## src/rtl/ide_pkg.sv

```systemverilog
// Shared definitions for the IDE management arbiter: request codes, FSM states and register map.
package ide_pkg;

  localparam logic [2:0] REQ_NONE  = 3'b000;
  localparam logic [2:0] REQ_CMD   = 3'b100;
  localparam logic [2:0] REQ_DATA  = 3'b101;
  localparam logic [2:0] REQ_RESET = 3'b110;

  localparam logic [4:0] REG_STATUS = 5'h10;
  localparam logic [4:0] REG_CTRL   = 5'h11;

  // Channel-space offsets with arbiter side effects
  localparam logic [3:0] CH_RELEASE_OFS = 4'd5;
  localparam logic [3:0] CH_BCAST_OFS   = 4'd6;

  typedef enum logic [1:0] {ST_IDLE, ST_GRANT, ST_RELEASE} arb_state_e;
  typedef enum logic [1:0] {RD_NONE, RD_CH0, RD_CH1, RD_REG} rd_src_e;

endpackage

```

## src/rtl/ide_mgmt_arbiter.sv

```systemverilog
// Arbitrates two IDE channels' management ports onto one host port with round-robin grants.
// Optional host-inactivity timeout is enabled by defining IDE_ARB_TIMEOUT_EN.
module ide_mgmt_arbiter
  import ide_pkg::*;
#(
  parameter logic [23:0] TIMEOUT_CYCLES = 24'd10_000_000
) (
  input  logic        clk,
  input  logic        rst,
  input  logic [2:0]  ch0_request,
  input  logic [2:0]  ch1_request,
  input  logic [4:0]  host_address,
  input  logic        host_write,
  input  logic [15:0] host_writedata,
  input  logic        host_read,
  output logic [15:0] host_readdata,
  output logic [3:0]  ch0_mgmt_address,
  output logic        ch0_mgmt_write,
  output logic [15:0] ch0_mgmt_writedata,
  output logic        ch0_mgmt_read,
  input  logic [15:0] ch0_mgmt_readdata,
  output logic [3:0]  ch1_mgmt_address,
  output logic        ch1_mgmt_write,
  output logic [15:0] ch1_mgmt_writedata,
  output logic        ch1_mgmt_read,
  input  logic [15:0] ch1_mgmt_readdata,
  output logic        host_irq
);

  arb_state_e  state_q, state_d;
  logic        owner_q, owner_d;
  logic        rr_last_q, rr_last_d;
  logic        sel_q, sel_d;
  logic        flag_q, flag_d;
  logic        irq_q;
  rd_src_e     rd_src_q, rd_src_d;
  logic [15:0] reg_rdata_q, reg_rdata_d;

  logic        chan_space;
  logic        target;
  logic        bcast;
  logic        release_wr;
  logic        any_access;
  logic        timeout_hit;
  logic [2:0]  owner_req;
  logic [15:0] status_word;

  always_comb begin
    chan_space  = ~host_address[4];
    target      = (state_q == ST_IDLE) ? sel_q : owner_q;
    bcast       = chan_space & (host_address[3:0] == CH_BCAST_OFS);
    release_wr  = host_write & chan_space & (host_address[3:0] == CH_RELEASE_OFS);
    any_access  = host_write | host_read;
    owner_req   = owner_q ? ch1_request : ch0_request;
    status_word = {8'd0, flag_q, 1'b0, (state_q == ST_GRANT), owner_q, 1'b0, owner_req};
  end

  // Strobes are forced low during reset so a reset mid-transfer cannot leak a write.
  always_comb begin
    ch0_mgmt_address   = host_address[3:0];
    ch1_mgmt_address   = host_address[3:0];
    ch0_mgmt_writedata = host_writedata;
    ch1_mgmt_writedata = host_writedata;
    ch0_mgmt_write     = ~rst & chan_space & host_write & (bcast | ~target);
    ch1_mgmt_write     = ~rst & chan_space & host_write & (bcast | target);
    ch0_mgmt_read      = ~rst & chan_space & host_read & ~target;
    ch1_mgmt_read      = ~rst & chan_space & host_read & target;
  end

`ifdef IDE_ARB_TIMEOUT_EN
  logic [23:0] timer_q, timer_d;

  always_comb begin
    timer_d     = '0;
    timeout_hit = 1'b0;
    if (state_q == ST_GRANT && !any_access) begin
      if (timer_q == TIMEOUT_CYCLES - 24'd1) timeout_hit = 1'b1;
      else timer_d = timer_q + 24'd1;
    end
  end

  always_ff @(posedge clk or posedge rst) begin
    if (rst) timer_q <= '0;
    else     timer_q <= timer_d;
  end
`else
  logic timeout_unused;
  assign timeout_unused = ^TIMEOUT_CYCLES;
  assign timeout_hit    = 1'b0;
`endif

  always_comb begin
    state_d   = state_q;
    owner_d   = owner_q;
    rr_last_d = rr_last_q;
    sel_d     = sel_q;
    flag_d    = flag_q;
    case (state_q)
      ST_IDLE: begin
        if (ch0_request != REQ_NONE || ch1_request != REQ_NONE) begin
          state_d = ST_GRANT;
          if (ch0_request != REQ_NONE && ch1_request != REQ_NONE) owner_d = ~rr_last_q;
          else owner_d = (ch0_request == REQ_NONE);
        end
      end
      ST_GRANT: begin
        if (release_wr || timeout_hit) begin
          state_d   = ST_RELEASE;
          rr_last_d = owner_q;
        end
        if (timeout_hit) flag_d = 1'b1;
      end
      ST_RELEASE: state_d = ST_IDLE;
      default:    state_d = ST_IDLE;
    endcase
    if (host_write && host_address == REG_CTRL) begin
      sel_d = host_writedata[0];
      if (host_writedata[8]) flag_d = 1'b0;
    end
  end

  // Reads return one cycle later; channel data is muxed live by the captured source.
  always_comb begin
    rd_src_d    = RD_NONE;
    reg_rdata_d = '0;
    if (host_read) begin
      if (!chan_space) begin
        rd_src_d = RD_REG;
        if (host_address == REG_STATUS)    reg_rdata_d = status_word;
        else if (host_address == REG_CTRL) reg_rdata_d = {15'd0, sel_q};
      end else begin
        rd_src_d = target ? RD_CH1 : RD_CH0;
      end
    end
  end

  always_comb begin
    case (rd_src_q)
      RD_CH0:  host_readdata = ch0_mgmt_readdata;
      RD_CH1:  host_readdata = ch1_mgmt_readdata;
      RD_REG:  host_readdata = reg_rdata_q;
      default: host_readdata = '0;
    endcase
  end

  always_ff @(posedge clk or posedge rst) begin
    if (rst) begin
      state_q     <= ST_IDLE;
      owner_q     <= 1'b0;
      rr_last_q   <= 1'b1;
      sel_q       <= 1'b0;
      flag_q      <= 1'b0;
      irq_q       <= 1'b0;
      rd_src_q    <= RD_NONE;
      reg_rdata_q <= '0;
    end else begin
      state_q     <= state_d;
      owner_q     <= owner_d;
      rr_last_q   <= rr_last_d;
      sel_q       <= sel_d;
      flag_q      <= flag_d;
      irq_q       <= (state_d == ST_GRANT);
      rd_src_q    <= rd_src_d;
      reg_rdata_q <= reg_rdata_d;
    end
  end

  assign host_irq = irq_q;

endmodule

```

## config.mk

```make
export PLATFORM = sky130hd
export DESIGN_NAME = ide_mgmt_arbiter
export DESIGN_NICKNAME = d
export VERILOG_FILES = /design/src/rtl/ide_pkg.sv /design/src/rtl/ide_mgmt_arbiter.sv
export SDC_FILE = /design/constraint.sdc
export NUM_CORES = 1
export LEC_CHECK = 0
export CAP_MARGIN = 20
export CORE_ASPECT_RATIO = 0.6
export CORE_MARGIN = 2
export CORE_UTILIZATION = 26
export CTS_CLUSTER_DIAMETER = 50
export DETAILED_ROUTE_END_ITERATION = 16
export GPL_ROUTABILITY_DRIVEN = 0
export PLACE_DENSITY = 0.79
export SLEW_MARGIN = 20
export SYNTH_ARGS = -nofsm -noshare
export SYNTH_HDL_FRONTEND = slang
export SYNTH_SLANG_ARGS = --single-unit
```

## constraint.sdc

```tcl
create_clock -name clk -period 1.3 [get_ports clk]
set_input_delay 0.26 -clock clk [delete_from_list [all_inputs] [get_ports clk]]
set_output_delay 0.26 -clock clk [all_outputs]
set_load 0.03 [all_outputs]
```

# == Word-level counts from Yosys, hierarchy flattened ==
# Index checks and enable logic that the tools add are counted.
# word_totals
elab_cells,55
out_inout_bits,61
regBits,24
inputBits,63
# classes
bitwise,16
n_reduce_logical,9
mux,14
n_eq_ne,9
# op_table
cell,count
16-bit case mux with 3 select lines,1
16-bit 2-to-1 mux,1
6-bit 2-to-1 mux,2
1-bit AND,10
"5-bit == test, second input constant",2
2-bit 2-to-1 mux,5
"4-bit by 3-bit == test with 1-bit output, second input constant",2
"2-bit by 1-bit == test with 1-bit output, second input constant",3
3-bit nonzero test,2
"2-bit == test, second input constant",2
1-bit NOT,4
2-bit case mux with 2 select lines,1
2-bit AND reduction,2
3-bit logical NOT,1
1-bit 2-to-1 mux,3
3-bit 2-to-1 mux,1
1-bit logical AND,2
2-bit logical NOT,1
1-bit bitwise OR,2
1-bit logical OR,1

# == Depth between registers and ports, before layout ==
# Gate-level depths: netlist of the first run.
# logic_depth
ltp_word,6
mapped_depth,5
ltp_nobuf,3

# == Worst setup path before layout of the first run ==
# OpenSTA, ideal clock, no wires.
# synth_path
path_type,flip-flop to output port
start,register state_q[0]
end,output port ch0_mgmt_write
path_slack_ns,-0.455
t_arrival_ns,1.495
required_time_ns,1.040
n_path_buf,0
stages_incl_launch_ff,4
path_cell_list,dfrtp_1 -> nor2_1 -> mux2_2 -> a21oi_1
# synth_between
elab_chain_cells,5
# synth_lines
item,line_no,rtl
"start, declared",ide_mgmt_arbiter.sv:30,"arb_state_e state_q, state_d;"
"start signal, assigned",ide_mgmt_arbiter.sv:157,state_q <= state_d;
2-bit logical NOT,ide_mgmt_arbiter.sv:50,target = (state_q == ST_IDLE) ? sel_q : owner_q;
1-bit 2-to-1 mux,ide_mgmt_arbiter.sv:50,
1-bit NOT,ide_mgmt_arbiter.sv:64,ch0_mgmt_write = ~rst & chan_space & host_write & (bcast | ~target);
1-bit bitwise OR,ide_mgmt_arbiter.sv:64,
1-bit AND,ide_mgmt_arbiter.sv:64,
"end, declared",ide_mgmt_arbiter.sv:18,"output logic ch0_mgmt_write,"
# No other way between the ends.

# == Final worst setup path of the first run ==
# layout_path
start,register state_q[1]
end,output port ch0_mgmt_read
# layout_between
elab_chain_cells,4
# layout_lines
item,line_no,rtl
2-bit logical NOT,ide_mgmt_arbiter.sv:50,
1-bit 2-to-1 mux,ide_mgmt_arbiter.sv:50,
1-bit NOT,ide_mgmt_arbiter.sv:66,ch0_mgmt_read = ~rst & chan_space & host_read & ~target;
1-bit AND,ide_mgmt_arbiter.sv:66,
"end, declared",ide_mgmt_arbiter.sv:20,"output logic ch0_mgmt_read,"
# No other way between the ends.

==> summary.txt, run 1 <==
Logic synthesis
  • Synth Cell Area: 1180 um2
  • Adder-cell share of the synthesized area: 0%
  • Seq cells post-synth: 13
  • Seq/Total Area, Yosys: 27.6%
  • Leading area contributor after synthesis: buf_4
  • Main combinational cell family by area after synthesis: buffers and inverters
  • Post-Synth XOR/XNOR Area: 0%
  • Post-synthesis mux area share: 11.0%
  • Ranking of synthesized cells by area: buf_4 (25%), dfrtp_1 (25%), a22o_1 (12%)
  • Synth Area in Simple Gates: 15.8%
  • Post-synth EDFFs: 0
  • Yosys cell types: 29
  • Mean area per synthesized cell: 9.55 um2
  • Share of the synthesized area in the top cell type: 25.4%
  • Dominant synthesized flop cell: dfrtp_1
  • Cells after synthesis: 124
  • Synth Area in Compound Gates: 17.5%
  • Top-count cell post-synth: buf_4
  • Mapped Nets: 187
  • Yosys warns: 0
  • Top post-synthesis cells by count: buf_4 (40), a22o_1 (16), dfrtp_1 (12), mux2_2 (8), nor2_1 (7)
  • Post-synth ARST share: 100%

STA
  • Count of final setup violators: 21
  • Setup ws final: -446 ps
  • Final Slew Violations: 0
  • Setup TNS: -7230 ps
  • Worst-Margin Slew: 360 ps
  • FMAX: 573 MHz
  • RSZ-0062 raised after global routing: true
  • Fin crit period: 1750 ps
  • Relative slew slack: 75.8%
  • Final cycle utilization of the critical path: 134%
  • Worst Skew: 7.02 ps
  • Fin. Hold Viols: 0

Die
  • Initial Util: 28.0%
  • Die ar.: 5130 um2
  • Core Rows: 18
  • # IOs: 124
  • Core area: 4230 um2
  • Die Height: 56.3 um
  • DIE WIDTH: 91.1 um

Clock network
  • CTS tree: built
  • Number of CTS-inserted buffers: 3
  • CTS H-Tree Depth: 1
  • Clock buffer depth: 2
  • Sink Count: 13
  • Clk root buf: clkbuf_8
  • Worst skew pair latency: 250 ps
  • Worst-path clk slew: 50 ps
  • CTS hold repair buffers: 0

Worst setup path
  • Worst path arrival time: 1490 ps
  • Setup CP Type: flop to output port
  • Startpoint types: flop
  • CP peak stage delay: 400 ps
  • Slowest cell on crit path: dfrtp_1
  • Worst setup EP type: output port
  • Reg2reg start: state_q[1]
  • Peak fanout along the critical path: 3
  • FF-to-FF path depth: 5
  • R2R Setup Slk: -150 ps
  • CP Data Required Time: 1040 ps
  • Worst-path cell chain: nor2_4 -> mux2i_4 -> and3_4 -> buf_6
  • R2r endpoint: rr_last_q

Global routing
  • First-pass GRT wire length: 6.04 mm
  • Vias in the first global route: 1165
  • GRT Residual Overflow: 0
  • Largest net degree at the start of global routing: 17
  • Initial antenna violation count: 0
  • GR Util All Layers: 14.8%

Finish
  • Sequential cell area: 329 um2
  • Finished layout cell area: 2280 um2
  • Nets@finish: 253
  • Synth-to-layout area growth: 92.7%
  • Fraction of layout cells with a size suffix above 1: 56.1%
  • Final cell count without fillers: 249
  • Multi-input logic area: 793 um2
  • Fillers: 386
  • Antenna Diode Count: 0

Run status
  • Status: complete, but fails checks
  • Failing checks: setup timing

Power and ir drop
  • Leakage Power: 1.05 nW
  • Pwr/cell area: 863 nW/um2
  • Peak supply drop: 0.466 mV

Routing
  • Total wire length: 3.69 mm
  • Vias per std cell: 4.42
  • Routed vias: 1101
  • DRC viols: 0
  • Routed Antenna Nets: 0
  • Pre-antenna DRT Iters: 3
  • DRT iter0 DRCs: 8
  • DR WL/cell: 14.8 um

Placement
  • Pre-CTS setup slack: -639 ps
  • Dpl hpwl: 2.67 mm
  • Port Buffers: 78
  • Placed cell area: 2020 um2
  • Post-Place Cells: 239

Hold path
  • Worst hold endpoint: reg_rdata_q[2]
  • Hold_sp: ch0_request[2]
  • Hold path depth: 3
  • Hold WC Path Type: input port to flop

Flow run
  • Max_cap viols: 0
## timing repair
action                                 in CTS  in global routing
setup buffers                               6                  1
setup endpoints to repair                  36                 28
gates cloned                                1                  0
pin swaps                                   7                  5
endpoints found under the hold margin       0                  0
gates resized for setup                    50                  3
## layout make-up
| cell class | count | share of cell area (%) |
|---|---|---|
| inverter | 2 | 0.329 |
| multi-input combinational | 64 | 34.8 |
| sequential | 13 | 14.4 |
| tap | 60 | 3.29 |
| timing repair buffer | 106 | 45.2 |
| clock buffer | 4 | 1.97 |
## power by group
| part | internal [W] | switching, W |
|---|---|---|
| sequential | 0.000450 | 0.0000414 |
| clock | 0.000216 | 0.000136 |
| combinational | 0.000632 | 0.000493 |
## metrics by stage
step / util, % / total power (W) / hold slack, ps
floorplan: - / 0.00126 / 136
global placement: 47.7 / 0.00146 / 520
detailed placement: 47.7 / 0.00146 / 520
CTS: 53.7 / 0.00198 / 346
global route: 53.9 / 0.00206 / 357
finish: 53.9 / 0.00197 / 328
## flip-flops by register name, summed over array words and instances, names as in the netlist
| signal | cells |
|---|---|
| owner_q | 1 |
| state_q | 2 |
| rr_last_q | 1 |
| reg_rdata_q | 5 |
| sel_q | 1 |
| rd_src_q | 2 |
| host_irq | 1 |
## layout by cell type (no fill, tap or decap), drive strengths merged, types with 2 or more instances in the layout
cell type,count
a211oi,2
a21oi,2
a22o,16
and3,3
buf,60
clkbuf,4
clkdlybuf4s50,39
dfrtp,12
dlygate4sd2,5
inv,2
mux2,8
mux2i,4
nand2,4
nand2b,2
nor2,7
nor2b,2
nor4b,2
o21a,2
## worst max-delay path: cells and delay by family, from the launching register on
kind	cells	cell delay [ps]
multiplexers	1	300
AND/OR/NAND/NOR	2	400
buffers and inverters	1	130
flip-flops	1	400
## logic make-up after synthesis
kind of cell | Yosys count
compound gates | 25
buf+inv | 47
flops | 13
mux | 12
simple gates | 27
## worst max path at each step
stage                          end       startpoint
floorplan           ch0_mgmt_write       state_q[1]
global placement    ch0_mgmt_write  host_address[2]
detailed placement  ch0_mgmt_write  host_address[2]
CTS                  ch1_mgmt_read       state_q[0]
global route         ch0_mgmt_read       state_q[1]
finish               ch0_mgmt_read       state_q[1]
## layer usage
| metal | global-route usage [%] | part of all wire, % | vias to the layer above |
|---|---|---|---|
| met2 | 25.9 | 48 | 59 |
| li1 | - | - | 530 |
| met5 | 0 | 0 | - |
| met1 | 17.6 | 43 | 507 |
| met3 | 5.37 | 8.2 | 5 |
| met4 | 2.81 | 0.71 | 0 |
No activity file was read; power rests on OpenSTA's default activity.
==> run 2: changes to the inputs <==
Settings changed: CORE_MARGIN 2 to 8, GPL_TIMING_DRIVEN set to 0.
==> run 2 against run 1 <==
Against the previous run:
- the flow still finishes with violations (setup timing)
- clock power down 1%
- non-clock buffer count up 66
- critical path depth unchanged
- fmax down 0.90%
- register-to-register slack worse by 30 ps
- critical path type unchanged
- critical endpoint is now ch1_mgmt_read
- largest power group unchanged
==> summary.txt, run 2 (same netlist as run 1, synthesis figures left out) <==
Global routing
  • GR Util All Layers: 13.6%
  • First-pass GRT wire length: 7.40 mm
  • Vias in the first global route: 1452
  • GRT Residual Overflow: 0
  • Initial antenna violation count: 0
  • Largest net degree at the start of global routing: 14

Finish
  • Fillers: 384
  • Biggest register: reg_rdata_q
  • Final cell count without fillers: 318
  • Max reg flops: 5
  • Nets@finish: 319
  • Final Util: 64.5%
  • Antenna Diode Count: 0
  • Synth-to-layout area growth: 144%
  • Fraction of layout cells with a size suffix above 1: 58.0%
  • Commonest cells after routing, fill and taps aside: clkdlybuf4s50_1 (68), buf_4 (54), buf_6 (32)
  • Most common cell after layout, fill and taps aside: clkdlybuf4s50_1
  • Largest regs: reg_rdata_q x5, rd_src_q x2, state_q x2

Worst setup path
  • Peak fanout along the critical path: 3
  • R2r endpoint: rr_last_q
  • Startpoint types: flop
  • R2R Setup Slk: -180 ps
  • Worst setup EP type: output port
  • Setup CP Type: flop to output port
  • Worst path arrival time: 1500 ps
  • Crit path from: state_q[1]
  • CP Data Required Time: 1040 ps
  • FF-to-FF path depth: 5
  • Reg2reg start: state_q[1]

Routing
  • DRC viols: 0
  • DRT iter0 DRCs: 30
  • Routed vias: 1373
  • Vias per std cell: 4.32
  • DR WL/cell: 16.9 um
  • Routed Antenna Nets: 0
  • Total wire length: 5.37 mm
  • Pre-antenna DRT Iters: 4

Run status
  • Status: complete, but fails checks
  • Failing checks: setup timing

Die
  • # IOs: 124
  • Initial Util: 26.5%
  • Core area: 4470 um2
  • Die ar.: 7040 um2
  • DIE WIDTH: 103 um
  • Die Height: 68.3 um
  • Core Rows: 19

STA
  • Relative slew slack: 67.3%
  • Final Slew Violations: 0
  • Final cycle utilization of the critical path: 136%
  • RSZ-0062 raised after global routing: true
  • Worst hold slack: 329 ps
  • FMAX: 568 MHz
  • Fin crit period: 1760 ps
  • Worst Skew: 6.03 ps
  • Worst-Margin Slew: 490 ps
  • Fin. Hold Viols: 0
  • Setup TNS: -7820 ps
  • Count of final setup violators: 21
  • Setup ws final: -462 ps

Clock network
  • Sink Count: 13
  • Number of CTS-inserted buffers: 3
  • Worst-path clk slew: 50 ps
  • Worst skew pair latency: 240 ps
  • Clk root buf: clkbuf_8
  • CTS tree: built
  • CTS hold repair buffers: 0
  • CTS H-Tree Depth: 1
  • Clock buffer depth: 2

Placement
  • Port Buffers: 108
  • Dpl hpwl: 4.05 mm
  • Post-Place Cells: 295

Power and ir drop
  • Pwr/cell area: 789 nW/um2
  • Peak supply drop: 0.349 mV
  • Leakage Power: 1.34 nW
  • Total power: 0.00228 W

Hold path
  • Worst hold endpoint: rd_src_q[0]
  • Hold path depth: 2
  • Hold WC Path Type: input port to flop
  • Hold_sp: host_address[4]

Flow run
  • Max_cap viols: 0
## run 2: metrics by stage
stage	worst slack, ps	cell area, um2
4_1_cts	-483	2780
5_1_grt	-511	2880
2_1_floorplan	-151	1400
3_5_place_dp	-1250	2560
6_report	-462	2880
3_3_place_gp	-1240	2560
## run 2: layout make-up
class,instances,area [um2],area share (%)
multi-input cells,64,795,27.6
repair buffers,129,1290,44.7
plain buffers,43,337,11.7
inverters,2,7.51,0.260
clock buffers,4,45.0,1.56
well taps,63,78.8,2.73
flip-flops and latches,13,332,11.5
## run 2: routing by layer
| layer | track usage, % | vias to the layer above | share of wire [%] |
|---|---|---|---|
| li1 | - | 666 | - |
| met1 | 14.4 | 636 | 39 |
| met2 | 25.1 | 65 | 50 |
| met3 | 5.48 | 6 | 9.6 |
| met4 | 2.86 | 0 | 0.80 |
| met5 | 0 | - | 0 |
## run 2: worst max path at each step
| stage | slack, ps | cells after the start | end |
|---|---|---|---|
| detailed placement | -1250 | 5 | ch1_mgmt_write |
| finish | -460 | 4 | ch1_mgmt_read |
| CTS | -480 | 6 | host_readdata[1] |
| floorplan | -150 | 3 | ch0_mgmt_write |
| global route | -510 | 4 | ch1_mgmt_read |
| global placement | -1240 | 5 | ch1_mgmt_write |
## run 2: critical path, stage by stage, from the launching register on
cell	delay, ps
dfrtp_2	420
nor2_4	190
mux2_4	350
and3_4	180
buf_6	130
## run 2: what timing repair did
item,in CTS,in global routing
gates resized for setup,195,31
hold endpoints to repair,0,0
endpoints found under the setup margin,40,33
cloned,0,1
pin swaps,7,6
buffers inserted,16,4
## run 2: power breakdown
group / total, W / leakage, nW / switching [W] / internal [W]
logic: 0.00144 / 1.16 / 0.000645 / 0.000793
clock network: 0.000347 / 0.0228 / 0.000132 / 0.000216
registers: 0.000490 / 0.156 / 0.0000393 / 0.000451
